--- config.mk ---
export PLATFORM = sky130hd
export DESIGN_NAME = isb_pf_arbiter
export DESIGN_NICKNAME = d
export VERILOG_FILES = /design/src/rtl/isb_pf_arbiter.sv
export SDC_FILE = /design/constraint.sdc
export NUM_CORES = 1
export LEC_CHECK = 0
export ABC_AREA = 1
export BUFFER_PORTS_ARGS = -buffer_cell sky130_fd_sc_hd__buf_2
export CORE_ASPECT_RATIO = 0.9
export CORE_UTILIZATION = 55
export DETAILED_ROUTE_END_ITERATION = 7
export GPL_TIMING_DRIVEN = 0
export PLACE_DENSITY = 0.77
export SYNTH_ARGS = -nofsm -noshare
export SYNTH_HDL_FRONTEND = slang
export SYNTH_SLANG_ARGS = --single-unit
--- constraint.sdc ---
create_clock -name clk -period 3.8 [get_ports clk]
set_input_delay 0.38 -clock clk [delete_from_list [all_inputs] [get_ports clk]]
set_output_delay 0.38 -clock clk [all_outputs]
set_load 0.005 [all_outputs]
--- src/rtl/isb_pf_arbiter.sv ---
// isb_pf_arbiter: shares one memory request port between demand accesses and
// prefetch candidates from the ISB stream predictor. Candidates wait in a small
// compacting queue (slot 0 oldest). Duplicate candidates are dropped, and queued
// entries already covered by a demand are squashed. Demands win arbitration,
// except that after STARVE_MAX back-to-back demand grants with work queued, one
// prefetch is forced through.
module isb_pf_arbiter #(
    parameter int ADDR_W     = 16,
    parameter int QDEPTH     = 4,
    parameter int STARVE_MAX = 8
) (
    input  logic                      clk,
    input  logic                      rst_n,
    input  logic                      dem_v,
    input  logic [ADDR_W-1:0]         dem_addr,
    output logic                      dem_rdy,
    input  logic                      pf_v,
    input  logic [ADDR_W-1:0]         pf_addr,
    output logic                      pf_drop,
    output logic                      mem_v,
    output logic [ADDR_W-1:0]         mem_addr,
    output logic                      mem_is_pf,
    input  logic                      mem_rdy,
    output logic [$clog2(QDEPTH):0]   q_count
);

    localparam int CNT_W = $clog2(QDEPTH) + 1;
    localparam int ST_W  = $clog2(STARVE_MAX + 1);
    localparam logic [CNT_W-1:0] QFULL  = CNT_W'(QDEPTH);
    localparam logic [ST_W-1:0]  ST_LIM = ST_W'(STARVE_MAX);

    // Queue storage and occupancy
    logic [ADDR_W-1:0] q_addr_q [QDEPTH];
    logic [ADDR_W-1:0] q_addr_d [QDEPTH];
    logic [CNT_W-1:0]  q_cnt_q, q_cnt_d;

    // Output request register
    logic              mem_v_q, mem_v_d;
    logic [ADDR_W-1:0] mem_addr_q, mem_addr_d;
    logic              mem_is_pf_q, mem_is_pf_d;

    // Drop pulse and starvation counter
    logic              pf_drop_q, pf_drop_d;
    logic [ST_W-1:0]   starve_q, starve_d;

    // Arbitration and queue bookkeeping
    logic              slot_free;
    logic              q_nonempty;
    logic              force_pf;
    logic              dem_rdy_w;
    logic              dem_grant;
    logic              pf_grant;
    logic              sq_hit;
    logic [CNT_W-1:0]  sq_idx;
    logic              pf_hit_q;
    logic              rm_en;
    logic [CNT_W-1:0]  rm_idx;
    logic              load_en;
    logic [ADDR_W-1:0] load_addr;
    logic              held;
    logic              pf_reject;
    logic              pf_ins;
    logic [CNT_W-1:0]  cnt_mid;
    logic [CNT_W-1:0]  cnt_after_sq;

    // Saturating increment for the starvation counter.
    function automatic logic [ST_W-1:0] starve_inc(input logic [ST_W-1:0] v);
        if (v == ST_LIM) begin
            return v;
        end
        return v + ST_W'(1);
    endfunction

    // Grant decision: demands first unless the starvation guard forces a prefetch.
    always_comb begin
        slot_free  = !mem_v_q || mem_rdy;
        q_nonempty = (q_cnt_q != '0);
        force_pf   = (starve_q == ST_LIM) && q_nonempty;
        // dem_rdy must not look at dem_v, so it is built from state and mem_rdy only.
        dem_rdy_w  = slot_free && !force_pf;
        dem_grant  = dem_v && dem_rdy_w;
        pf_grant   = slot_free && !dem_grant && q_nonempty;
        held       = mem_v_q && !mem_rdy;
        load_en    = dem_grant || pf_grant;
        load_addr  = dem_grant ? dem_addr : q_addr_q[0];
    end

    // Associative lookups against the valid (pre-removal) queue contents.
    always_comb begin
        sq_hit   = 1'b0;
        sq_idx   = '0;
        pf_hit_q = 1'b0;
        // Scan high to low so the oldest matching slot wins the squash index.
        for (int i = QDEPTH - 1; i >= 0; i--) begin
            if (CNT_W'(i) < q_cnt_q) begin
                if (q_addr_q[i] == dem_addr) begin
                    sq_hit = 1'b1;
                    sq_idx = CNT_W'(i);
                end
                if (q_addr_q[i] == pf_addr) begin
                    pf_hit_q = 1'b1;
                end
            end
        end
    end

    // Candidate acceptance and single removal (grant from slot 0 or squash).
    always_comb begin
        rm_en  = pf_grant || (dem_grant && sq_hit);
        rm_idx = pf_grant ? '0 : sq_idx;
        // Fullness uses the count before this cycle's removal on purpose.
        pf_reject = pf_hit_q
                 || (held && (pf_addr == mem_addr_q))
                 || (load_en && (pf_addr == load_addr))
                 || (q_cnt_q == QFULL);
        pf_ins    = pf_v && !pf_reject;
        pf_drop_d = pf_v && pf_reject;
    end

    // Next queue contents: compact over the removed slot, then append.
    always_comb begin
        cnt_mid = q_cnt_q - CNT_W'(rm_en);
        for (int i = 0; i < QDEPTH; i++) begin
            q_addr_d[i] = q_addr_q[i];
        end
        for (int i = 0; i < QDEPTH - 1; i++) begin
            if (rm_en && (CNT_W'(i) >= rm_idx)) begin
                q_addr_d[i] = q_addr_q[i+1];
            end
        end
        for (int i = 0; i < QDEPTH; i++) begin
            if (pf_ins && (CNT_W'(i) == cnt_mid)) begin
                q_addr_d[i] = pf_addr;
            end
        end
        q_cnt_d = cnt_mid + CNT_W'(pf_ins);
    end

    // Starvation counter: counts demand grants that leave prefetch work waiting.
    always_comb begin
        cnt_after_sq = q_cnt_q - CNT_W'(dem_grant && sq_hit);
        starve_d     = starve_q;
        if (dem_grant) begin
            starve_d = (cnt_after_sq != '0) ? starve_inc(starve_q) : '0;
        end else if (pf_grant) begin
            starve_d = '0;
        end
    end

    // Output register: reload only when the slot frees, otherwise hold steady.
    always_comb begin
        mem_v_d     = mem_v_q;
        mem_addr_d  = mem_addr_q;
        mem_is_pf_d = mem_is_pf_q;
        if (slot_free) begin
            mem_v_d = load_en;
            if (load_en) begin
                mem_addr_d  = load_addr;
                mem_is_pf_d = pf_grant;
            end
        end
    end

    // Control state with synchronous active-low reset.
    always_ff @(posedge clk) begin
        if (!rst_n) begin
            mem_v_q     <= 1'b0;
            mem_addr_q  <= '0;
            mem_is_pf_q <= 1'b0;
            pf_drop_q   <= 1'b0;
            q_cnt_q     <= '0;
            starve_q    <= '0;
        end else begin
            mem_v_q     <= mem_v_d;
            mem_addr_q  <= mem_addr_d;
            mem_is_pf_q <= mem_is_pf_d;
            pf_drop_q   <= pf_drop_d;
            q_cnt_q     <= q_cnt_d;
            starve_q    <= starve_d;
        end
    end

    // Queue payload; validity comes from q_cnt_q, so no reset is needed here.
    always_ff @(posedge clk) begin
        for (int i = 0; i < QDEPTH; i++) begin
            q_addr_q[i] <= q_addr_d[i];
        end
    end

    assign dem_rdy   = dem_rdy_w;
    assign pf_drop   = pf_drop_q;
    assign mem_v     = mem_v_q;
    assign mem_addr  = mem_addr_q;
    assign mem_is_pf = mem_is_pf_q;
    assign q_count   = q_cnt_q;

endmodule
==> metrics <==
number of distinct library cells after synthesis 37; Detailed Route WL 23100 um; iteration-0 DRC count of the detailed router 866; synthesized cell area 6900 um^2; Hold Path Depth 1; share of the synthesized area in the top cell type 27.9%; synthesized netlist cell count 1009; global-route wire length before repair 35400 um; crit-path cells nor2_2 -> nand2_2 -> nand2_4 -> nand3_4 -> inv_1 -> o21ai_0 -> nand2_1 -> ha_1 -> ha_1 -> xor2_1 -> nor2_1 -> nand2_1 -> inv_1 -> nand4_2 -> buf_6 -> nand2_4; data required time of the worst path 3840 ps; routed wire length on met3 2240 um; crit end category register; routability cong. 0.977; Die Width 120 um; static leakage 3.73 nW; start point of the critical path q_count[2]; initial standard-cell utilization of the core 56.9%; path type of the worst setup path register to register; Setup Skew 9.83 ps; Power, Total 5.38 mW; clock-pin slew on the worst setup and hold paths 70 ps; pin count of the biggest net entering global routing 17; total negative setup slack 0 ps; setup repair after global routing missed its margin no; Hold Path Sink q_addr_q[3][5]; maximum capacitance violations 0; status complete, no violations; Worst VDD drop 0.000384 V; DRC violations left 0; Final Critical Period 3610 ps; antenna cells 0; level count of the clock H-tree 3; proportion of synthesized chip area in sequential cells 35.4%; Crit Reg-Reg Endpoint q_addr_q[1][15]; count of boundary I/O pins 60; cell with the most instances after synthesis nand2_1; floorplan row count 38; total CTS buffers 9; CTS tree yes; Slowest-stage cell, CP dfxtp_1; syn_nets 1053; final worst-path cycle share 94.9%; power density over the cells 698 nW/um^2; final std cell area, no fill 7710 um^2; top cell types by occurrence after synthesis 343 x nand2_1, 117 x inv_1, 102 x nor2_1; arrival time of data at the critical path endpoint 3650 ps; die outline area 13000 um^2; vias per cell 5.77; number of max-slew violations in the final report 0; buffers plus inverters on the worst setup path 3; Die Span Y 108 um; Area Growth Syn to Fin 11.8%; Core Region 12100 um^2; antenna violations before repair 0; cell area reported after detailed placement 7360 um^2; R2R depth 16; highest fanout seen on the critical path 16; normalized max-slew margin 47.6%; Final Net Count 1118; CTS root buf clkbuf_16; syn avg cell area 6.84 um^2; Min-Delay Path Class primary input to register; number of buffers inserted by port buffering 50; detailed-router iteration count before antenna repair 7; startpoint type of the worst setup path register; clk sink count 90; Hold Buf Count CTS 0; routed vias 7151; most common flop cell mapped by yosys edfxtp_1; biggest area contributors in the synthesized netlist edfxtp_1 28%, nand2_1 19%, dfxtp_1 7.5%; clock latency on the worst-skew pair 360 ps; GRT Overall Usage 36.8%; Fmax achieved 277 MHz; wire length per cell after detailed routing 18.6 um; Final setup viols 0; measured slew at the worst slew-check pin 785 ps; slowest cell delay on critical path 440 ps; number of enable flip-flop cells after synthesis 64; minimum setup slack among reg-to-reg paths 190 ps; Highest Signal Layer met4; antenna viol nets, final 0; flip-flop and latch count after synthesis 90; grt total ovfl 0; total half-perimeter wirelength after legalization and detailed placement 18200 um; Yosys top cell by area edfxtp_1; R2R Path Start q_count[2]; number of synthesis warnings 0; detailed-routed wire length on met2 10500 um; Final Hold Violating Endpoints 0; fraction of final layout cells with drive strength greater than 1 12.0%; ys async rst share 0%; start point of the worst hold path pf_addr[5]; number of global-route vias before repair 6569; cell family contributing the most delay on the critical path simple AND/OR/NAND/NOR gates; length of routed wiring on met1 9350 um; maximum root-to-sink buffer count 2
-- metrics by stage --
step / hold slack [ps] / util [%] / cells / setup slack, ps
4_1_cts: 202 / 63.3 / 1237 / 16.9
2_1_floorplan: 458 / - / 1009 / 149
5_1_grt: 199 / 63.6 / 1239 / 32.5
6_report: 205 / 63.6 / 1239 / 194
3_5_place_dp: 483 / 60.7 / 1220 / -521
3_3_place_gp: 449 / 60.6 / 1219 / -843
-- final cells by class --
class	count	area [um^2]
plain buffers	43	243
clock buffers	9	225
clock inverters	7	77.6
fillers	1123	4410
inverters	118	443
multi-input cells	758	3800
flip-flops and latches	90	2440
well taps	160	200
repair buffers	54	280
-- report_power, final --
| part | internal [mW] | switching (mW) |
|---|---|---|
| combinational | 0.878 | 1.53 |
| clock | 0.516 | 0.418 |
| sequential | 1.60 | 0.447 |
-- routing by layer --
metal  GRT usage [%]  vias up
met2            60.3      438
met1            46.3     3225
met5               0        -
li1                -     3398
met4            18.0        0
met3            7.65       90
-- sequential cells by signal, indices dropped and copies added (netlist names) --
register and count:
pf_drop 1, mem_is_pf 1, mem_addr 16, mem_v 1
q_count 3, q_addr_q 64, starve_q 4
-- worst max path at each step --
stage | endpoint | slack (ps) | cells after the start
floorplan | q_addr_q[0][0] | 150 | 16
finish | q_addr_q[1][15] | 190 | 16
global route | q_addr_q[1][9] | 30 | 17
detailed placement | q_addr_q[0][1] | -520 | 19
global placement | q_addr_q[0][0] | -840 | 15
CTS | q_addr_q[2][4] | 20 | 13
-- logic make-up (layout without fill, tap and decap cells) --
group / after synthesis / count (layout) / share of synthesized area (%)
xor gates and xnor gates: 66 / 66 / 8.38
and+or+nand+nor: 588 / 588 / 37.0
AOI/OAI and AO/OA: 97 / 97 / 8.02
adders and majority gates: 7 / 7 / 1.27
buffers and inverters: 161 / 231 / 9.92
DFF: 90 / 90 / 35.4
-- repair_timing --
action,4_1_cts,5_1_grt
buffers inserted,1,2
endpoints found under the hold margin,0,0
setup endpoints to repair,64,42
gates resized for setup,4,6
pin swaps,1,1
-- layout by cell type (no fill, tap or decap), types with 4 or more instances in the layout --
| master | netlist | routed |
|---|---|---|
| nor3_1 | 16 | 15 |
| edfxtp_1 | 64 | 64 |
| nand4_1 | 35 | 35 |
| nor4_1 | 10 | 10 |
| clkbuf_1 | 16 | 15 |
| o22ai_1 | 8 | 8 |
| o21ai_0 | 43 | 42 |
| buf_2 | 19 | 69 |
| clkbuf_16 | 0 | 9 |
| nand3_1 | 53 | 52 |
| a21oi_1 | 24 | 24 |
| buf_4 | 1 | 5 |
| dfxtp_1 | 26 | 26 |
| xor2_1 | 35 | 35 |
| buf_6 | 7 | 7 |
| ha_1 | 7 | 7 |
| nor2_1 | 102 | 101 |
| nand2_1 | 343 | 341 |
| or2_2 | 9 | 9 |
| xnor2_1 | 31 | 31 |
| nor3b_1 | 4 | 4 |
| o211ai_1 | 11 | 11 |
| inv_1 | 117 | 117 |
Note: power is estimated with default switching activity, not from simulation.
